File: src/rtl/prince_round_ctrl_pkg.sv
`default_nettype none
// ============================================================================
// Module      : prince_ctrl_pkg
// Description : Shared types and constants for the PRINCE round controller.
// Revision    : 1.0 - initial release
// ============================================================================
package prince_ctrl_pkg;

    localparam int NUM_LAYERS       = 12;
    localparam int SBOX_LAT_DEFAULT = 4;
    localparam int FWD_LAYERS       = NUM_LAYERS / 2;

    localparam logic [3:0] LAST_LAYER = 4'(NUM_LAYERS - 1);

    typedef enum logic [2:0] {
        ST_IDLE  = 3'd0,
        ST_LOAD  = 3'd1,
        ST_ISSUE = 3'd2,
        ST_WAIT  = 3'd3,
        ST_LIN   = 3'd4,
        ST_FINAL = 3'd5,
        ST_DONE  = 3'd6
    } state_e;

    typedef enum logic [1:0] {
        LIN_NONE = 2'd0,
        LIN_M    = 2'd1,
        LIN_MP   = 2'd2,
        LIN_MINV = 2'd3
    } lin_sel_e;

endpackage : prince_ctrl_pkg
`default_nettype wire

File: src/rtl/prince_round_ctrl_if.sv
`default_nettype none
// ============================================================================
// Module      : prince_round_ctrl_if
// Description : Control bundle between the round controller and the datapath.
// Revision    : 1.0 - initial release
// ============================================================================
interface prince_round_ctrl_if;
    import prince_ctrl_pkg::*;

    logic       start;
    logic       rand_valid;
    logic       rand_req;
    logic       state_load;
    logic       state_we;
    logic       sbox_sel;
    lin_sel_e   lin_sel;
    logic       rc_en;
    logic [3:0] rc_idx;
    logic       out_we;
    logic       busy;
    logic       done;

    // The controller is the master of the masked datapath.
    modport master (
        input  start, rand_valid,
        output rand_req, state_load, state_we, sbox_sel, lin_sel,
               rc_en, rc_idx, out_we, busy, done
    );

    modport slave (
        output start, rand_valid,
        input  rand_req, state_load, state_we, sbox_sel, lin_sel,
               rc_en, rc_idx, out_we, busy, done
    );

endinterface : prince_round_ctrl_if
`default_nettype wire

File: src/rtl/prince_round_ctrl.sv
`default_nettype none
// ============================================================================
// Module      : prince_round_ctrl
// Description : Layer sequencer for a masked PRINCE core (6 forward + 6 inverse
//               S-box layers, pipelined S-box with SBOX_LAT cycles latency).
// Revision    : 1.0 - initial release
// ============================================================================
module prince_round_ctrl
    import prince_ctrl_pkg::*;
#(
    parameter int SBOX_LAT = SBOX_LAT_DEFAULT   // legal range 2..15
) (
    input  wire logic           clk,
    input  wire logic           rst,
    prince_round_ctrl_if.master ctrl
);

    // WAIT covers SBOX_LAT-1 cycles; the counter runs down to zero.
    localparam logic [3:0] c_wait_init   = 4'(SBOX_LAT - 2);
    localparam logic [3:0] c_mprime_layer = 4'(FWD_LAYERS - 1);
    localparam logic [3:0] c_inv_first    = 4'(FWD_LAYERS);

    state_e     r_state;
    state_e     w_next_state;
    logic [3:0] r_layer;
    logic [3:0] r_wait_cnt;

    logic       w_inv_half;
    logic       w_rand_req;
    logic       w_state_load;
    logic       w_state_we;
    logic       w_sbox_sel;
    lin_sel_e   w_lin_sel;
    logic       w_rc_en;
    logic [3:0] w_rc_idx;
    logic       w_out_we;
    logic       w_done;

    always_ff @(posedge clk) begin
        if (rst) begin
            r_state    <= ST_IDLE;
            r_layer    <= '0;
            r_wait_cnt <= '0;
        end else begin
            r_state <= w_next_state;
            case (r_state)
                ST_LOAD:  r_layer <= '0;
                ST_ISSUE: if (ctrl.rand_valid) r_wait_cnt <= c_wait_init;
                ST_WAIT:  if (r_wait_cnt != '0) r_wait_cnt <= r_wait_cnt - 4'd1;
                ST_LIN:   if (r_layer != LAST_LAYER) r_layer <= r_layer + 4'd1;
                default:  ;
            endcase
        end
    end

    always_comb begin
        w_next_state = r_state;
        case (r_state)
            ST_IDLE:  if (ctrl.start) w_next_state = ST_LOAD;
            ST_LOAD:  w_next_state = ST_ISSUE;
            ST_ISSUE: if (ctrl.rand_valid) w_next_state = ST_WAIT;
            ST_WAIT:  if (r_wait_cnt == '0) w_next_state = ST_LIN;
            ST_LIN:   w_next_state = (r_layer == LAST_LAYER) ? ST_FINAL : ST_ISSUE;
            ST_FINAL: w_next_state = ST_DONE;
            ST_DONE:  w_next_state = ST_IDLE;
            default:  w_next_state = ST_IDLE;
        endcase
    end

    assign w_inv_half = (r_layer >= c_inv_first);

    always_comb begin
        w_rand_req   = 1'b0;
        w_state_load = 1'b0;
        w_state_we   = 1'b0;
        w_sbox_sel   = 1'b0;
        w_lin_sel    = LIN_NONE;
        w_rc_en      = 1'b0;
        w_rc_idx     = '0;
        w_out_we     = 1'b0;
        w_done       = 1'b0;
        case (r_state)
            ST_LOAD: begin
                w_state_load = 1'b1;
                w_rc_en      = 1'b1;
            end
            ST_ISSUE: begin
                w_rand_req = 1'b1;
                w_sbox_sel = w_inv_half;
            end
            ST_WAIT: w_sbox_sel = w_inv_half;
            ST_LIN: begin
                // The last layer's result goes straight to output whitening.
                if (r_layer < c_mprime_layer) begin
                    w_state_we = 1'b1;
                    w_lin_sel  = LIN_M;
                    w_rc_en    = 1'b1;
                    w_rc_idx   = r_layer + 4'd1;
                end else if (r_layer == c_mprime_layer) begin
                    w_state_we = 1'b1;
                    w_lin_sel  = LIN_MP;
                end else if (r_layer < LAST_LAYER) begin
                    w_state_we = 1'b1;
                    w_lin_sel  = LIN_MINV;
                    w_rc_en    = 1'b1;
                    w_rc_idx   = r_layer;
                end
            end
            ST_FINAL: begin
                w_rc_en  = 1'b1;
                w_rc_idx = LAST_LAYER;
                w_out_we = 1'b1;
            end
            ST_DONE: w_done = 1'b1;
            default: ;
        endcase
    end

    assign ctrl.rand_req   = w_rand_req;
    assign ctrl.state_load = w_state_load;
    assign ctrl.state_we   = w_state_we;
    assign ctrl.sbox_sel   = w_sbox_sel;
    assign ctrl.lin_sel    = w_lin_sel;
    assign ctrl.rc_en      = w_rc_en;
    assign ctrl.rc_idx     = w_rc_idx;
    assign ctrl.out_we     = w_out_we;
    assign ctrl.busy       = (r_state != ST_IDLE);
    assign ctrl.done       = w_done;

endmodule : prince_round_ctrl
`default_nettype wire

File: src/flat_wrapper.sv
// flat-port wrapper written by rule: the top's interface ports become plain ports
module prince_round_ctrl_flat import prince_ctrl_pkg::*;
#(
    parameter int SBOX_LAT = SBOX_LAT_DEFAULT                       
)
  (clk, rst, ctrl_start, ctrl_rand_valid, ctrl_rand_req, ctrl_state_load, ctrl_state_we, ctrl_sbox_sel, ctrl_lin_sel, ctrl_rc_en, ctrl_rc_idx, ctrl_out_we, ctrl_busy, ctrl_done);
  prince_round_ctrl_if ctrl_i ();
  input  wire logic clk;
  input  wire logic rst;
  input wire logic [$bits(ctrl_i.start)-1:0] ctrl_start;
  input wire logic [$bits(ctrl_i.rand_valid)-1:0] ctrl_rand_valid;
  output wire logic [$bits(ctrl_i.rand_req)-1:0] ctrl_rand_req;
  output wire logic [$bits(ctrl_i.state_load)-1:0] ctrl_state_load;
  output wire logic [$bits(ctrl_i.state_we)-1:0] ctrl_state_we;
  output wire logic [$bits(ctrl_i.sbox_sel)-1:0] ctrl_sbox_sel;
  output wire logic [$bits(ctrl_i.lin_sel)-1:0] ctrl_lin_sel;
  output wire logic [$bits(ctrl_i.rc_en)-1:0] ctrl_rc_en;
  output wire logic [$bits(ctrl_i.rc_idx)-1:0] ctrl_rc_idx;
  output wire logic [$bits(ctrl_i.out_we)-1:0] ctrl_out_we;
  output wire logic [$bits(ctrl_i.busy)-1:0] ctrl_busy;
  output wire logic [$bits(ctrl_i.done)-1:0] ctrl_done;
  assign ctrl_i.start = ctrl_start;
  assign ctrl_i.rand_valid = ctrl_rand_valid;
  assign ctrl_rand_req = ctrl_i.rand_req;
  assign ctrl_state_load = ctrl_i.state_load;
  assign ctrl_state_we = ctrl_i.state_we;
  assign ctrl_sbox_sel = ctrl_i.sbox_sel;
  assign ctrl_lin_sel = ctrl_i.lin_sel;
  assign ctrl_rc_en = ctrl_i.rc_en;
  assign ctrl_rc_idx = ctrl_i.rc_idx;
  assign ctrl_out_we = ctrl_i.out_we;
  assign ctrl_busy = ctrl_i.busy;
  assign ctrl_done = ctrl_i.done;
  prince_round_ctrl #(.SBOX_LAT(SBOX_LAT)) u_core (.clk(clk), .rst(rst), .ctrl(ctrl_i));
endmodule
File: config.mk
export PLATFORM = sky130hd
export DESIGN_NAME = prince_round_ctrl_flat
export DESIGN_NICKNAME = d
export VERILOG_FILES = /design/src/rtl/prince_round_ctrl_pkg.sv /design/src/rtl/prince_round_ctrl_if.sv /design/src/rtl/prince_round_ctrl.sv /design/src/flat_wrapper.sv
export SDC_FILE = /design/constraint.sdc
export NUM_CORES = 1
export LEC_CHECK = 0
export CORE_MARGIN = 2
export CORE_UTILIZATION = 51
export DETAILED_ROUTE_END_ITERATION = 10
export PLACE_DENSITY = 0.75
export SETUP_SLACK_MARGIN = 0.2
export SYNTH_ARGS = -nofsm -noshare
export SYNTH_HDL_FRONTEND = slang
export SYNTH_SLANG_ARGS = --single-unit
File: constraint.sdc
create_clock -name clk -period 2.5 [get_ports clk]
set_clock_uncertainty 0.05 [all_clocks]
set_input_delay 0.75 -clock clk [delete_from_list [all_inputs] [get_ports clk]]
set_output_delay 0.75 -clock clk [all_outputs]
set_load 0.02 [all_outputs]
==> impl_metrics.env <==
export IMPL_cp_max_fo=3
export IMPL_r2r_cells=6
export IMPL_wire_per_inst_um=15.1
export IMPL_start_util=0.549
export IMPL_synth_top_cells_by_area="dfxtp_1 (23%), ha_1 (7.8%), nor2_1 (6.6%), buf_6 (4.7%), a21oi_1 (4.1%)"
export IMPL_min_period_ps=2610
export IMPL_powerDensity_nw_per_um2=322
export IMPL_vias=1030
export IMPL_synth_flop_cell="dfxtp_1"
export IMPL_syn_num_nets=133
export IMPL_worstSetupPathDepth=7
export IMPL_port_buffers=17
export IMPL_post_dp_hpwl_mm=1.89
export IMPL_setup_viol=3
export IMPL_leakage_nw=0.594
export IMPL_syn_area_per_cell_um2=7.87
export IMPL_gr_total_overflow=0
export IMPL_numCtsBuffers=3
export IMPL_p_total_w=0.000466
export IMPL_path_delay_family="simple AND/OR/NAND/NOR gates"
export IMPL_timing_rr_start="u_core.r_layer[0]$_SDFFE_PP0P_"
export IMPL_die_area_um2=2260
export IMPL_worstSkewPairLatency_ps=270
export IMPL_finalMaxSlewViolations=0
export IMPL_cts_tree="built"
export IMPL_core_region_area_um2=1760
export IMPL_hold_class="reg2reg"
export IMPL_clk_pin_slew_ps=80
export IMPL_clkPwrFrac=0.272
export IMPL_synth_most_common_cell="nor2_1"
export IMPL_regToRegSetupSlack_ps=960
export IMPL_rsz0062_at_grt="yes"
export IMPL_grt_pass1_vias=887
export IMPL_fill_cells=127
export IMPL_max_slew_margin=0.753
export IMPL_hold_buffers=0
export IMPL_rows=15
export IMPL_status="finished, violations left"
export IMPL_syn2layout_area_growth_pct=49.4
export IMPL_netlist_instances=123
export IMPL_seq_area_frac_synth=0.227
export IMPL_crit_type="reg2out"
export IMPL_synth_top_area_cell="dfxtp_1"
export IMPL_synth_seq_cells=11
export IMPL_crit_path_top_delay_cell="or4b_4"
export IMPL_regToRegEndpoint="u_core.r_layer[0]$_SDFFE_PP0P_"
export IMPL_hold_depth=2
export IMPL_antenna_found_initial=0
export IMPL_cp_num_buf_inv=2
export IMPL_cts_max_level=1
export IMPL_ys_warn_count=0
export IMPL_combPwrFrac=0.314
export IMPL_drcViolationCount=0
export IMPL_grt_pass1_wl_mm=4.02
export IMPL_p_int_w=0.000310
export IMPL_synth_edf_count=0
export IMPL_die_x_um=47.6
export IMPL_max_freq_ghz=0.383
export IMPL_grt_start_max_net_pins=15
export IMPL_fin_ws_ps=-111
export IMPL_cp_arrival_ps=1810
export IMPL_worstMarginPinSlew_ps=370
export IMPL_power_switching_w=0.000155
export IMPL_ant_nets=0
export IMPL_seqPwrFrac=0.414
export IMPL_post_drt_via_cell_ratio=5.63
export IMPL_pre_cts_ws_ps=-317
export IMPL_endpoint_kind="output pin"
export IMPL_switching_share=0.334
export IMPL_min_from="u_core.r_wait_cnt[1]$_SDFFE_PP0P_"
export IMPL_holdPathEnd="u_core.r_wait_cnt[1]$_SDFFE_PP0P_"
export IMPL_finalCritPeriodShare=1.04
export IMPL_cap_violations=0
export IMPL_root_buffer="clkbuf_4"
export IMPL_n_antenna_cell=0
export IMPL_finalHoldViolCount=0
export IMPL_yosys_area_top_type_share=0.227
export IMPL_die_h_um=47.6
export IMPL_drt_initial_drc_count=24
export IMPL_grtUsageTotal=0.259
export IMPL_wl_mm=2.76
export IMPL_netlist_area_um2=968
export IMPL_finalWeightedCongestion=0.873
export IMPL_synthArstFlopShare=0
export IMPL_ys_types=45
export IMPL_drive_gt1_frac=0.443
export IMPL_clock_sinks=11
export IMPL_critPathMaxStageDelay_ps=520
export IMPL_ys_top_cells_by_count="nor2_1 (17), dfxtp_1 (11), inv_1 (10)"
export IMPL_fin_nets=169
export IMPL_violations="negative setup slack"
export IMPL_startpoint_type="register"
export IMPL_ir_drop_uv=321
export IMPL_clockBufferDepth=2
export IMPL_first_pass_iters=4
export IMPL_path_cells="inv_4 -> ha_4 -> or4b_4 -> o31ai_4 -> a22oi_2 -> o21ai_2 -> buf_6"
export IMPL_io_pins=18
export IMPL_crit_required_ps=1700
logic make-up after synthesis:
family	after synthesis	synth area share
fa+ha+maj	6	0.0775
simple gates	50	0.324
mux	3	0.0336
xor+xnor	5	0.0452
compound gates	29	0.185
buf+inv	19	0.107
flops	11	0.227
state kept, by name, summed over array words and instances, names as in the netlist:
name,flops
u_core.r_wait_cnt,4
u_core.r_layer,4
u_core.r_state,3
what timing repair did:
item / CTS / global route
setup endpoints to repair: 14 / 12
buffers inserted: 2 / 3
gates cloned: 0 / 0
pin swaps: 7 / 1
hold endpoints to repair: 0 / 0
gates resized for setup: 69 / 13
per-stage QoR:
| stage | hold slack [ps] | utilization | cell area [µm²] | cells | setup TNS [ps] |
|---|---|---|---|---|---|
| after floorplan | 434 | - | 1040 | 123 | 0 |
| after global placement | 457 | 0.743 | 1310 | 174 | -1250 |
| after detailed placement | 471 | 0.743 | 1310 | 174 | -1470 |
| after CTS | 483 | 0.798 | 1410 | 180 | -270 |
| after global routing | 498 | 0.820 | 1450 | 183 | -399 |
| final | 472 | 0.820 | 1450 | 183 | -227 |
power by group through the flow:
stage	clock network [W]	logic [W]	registers, W
after floorplan	0	0.000111	0.000191
after global routing	0.000138	0.000161	0.000194
after CTS	0.000132	0.000145	0.000193
after global placement	0	0.000145	0.000196
final	0.000127	0.000146	0.000193
after detailed placement	0	0.000148	0.000197
layer usage:
| layer | vias up | GRT usage | wire, µm | part of all wire |
|---|---|---|---|---|
| met5 | - | 0 | 0 | 0 |
| met2 | 44 | 0.416 | 1310 | 0.47 |
| met1 | 465 | 0.334 | 1160 | 0.42 |
| met4 | 0 | 0.151 | 124 | 0.045 |
| met3 | 16 | 0.0302 | 166 | 0.060 |
| li1 | 505 | - | - | - |
how the worst max path moves through the flow:
stage | startpoint | to | slack (ps)
global placement | u_core.r_layer[0]$_SDFFE_PP0P_ | ctrl_rc_idx[1] | -270
global route | u_core.r_layer[1]$_SDFFE_PP0P_ | ctrl_rc_idx[1] | -150
finish | u_core.r_layer[1]$_SDFFE_PP0P_ | ctrl_rc_idx[1] | -110
detailed placement | u_core.r_layer[0]$_SDFFE_PP0P_ | ctrl_rc_idx[1] | -320
floorplan | u_core.r_layer[0]$_SDFFE_PP0P_ | ctrl_rc_idx[1] | 200
CTS | u_core.r_layer[1]$_SDFFE_PP0P_ | ctrl_rc_idx[1] | -90
worst min-delay path: cells and delay by family, from the launching register on:
kind	cells	cell delay, ps
flops	1	320
simple gates	2	150
cell type report:
class | instances | area, µm² | share of cell area
inverters | 10 | 42.5 | 0.0294
flip-flops and latches | 11 | 229 | 0.158
repair buffers | 40 | 337 | 0.233
multi-input cells | 93 | 781 | 0.540
clock buffers | 4 | 26.3 | 0.0182
well taps | 25 | 31.3 | 0.0216
cell usage in the layout (no fill, tap or decap), drive strengths merged, types with 2 or more instances in the layout:
cell type      Yosys  routed
nor3               3       3
o21ai             11      11
a21oi              8       8
nand2              6       6
clkbuf             3       7
nor4               4       4
or2                2       2
a21o               2       2
a31oi              2       2
nand2b             2       2
nor3b              3       3
clkdlybuf4s50      0       3
dlygate4sd2        0       2
inv               10      10
nor2              17      17
a22oi              2       2
nand4              2       2
ha                 6       6
xnor2              4       4
nand3              3       3
dfxtp             11      11
buf                6      31
mux2               2       2
o31ai              2       2
(Power assumes the default switching activity.)
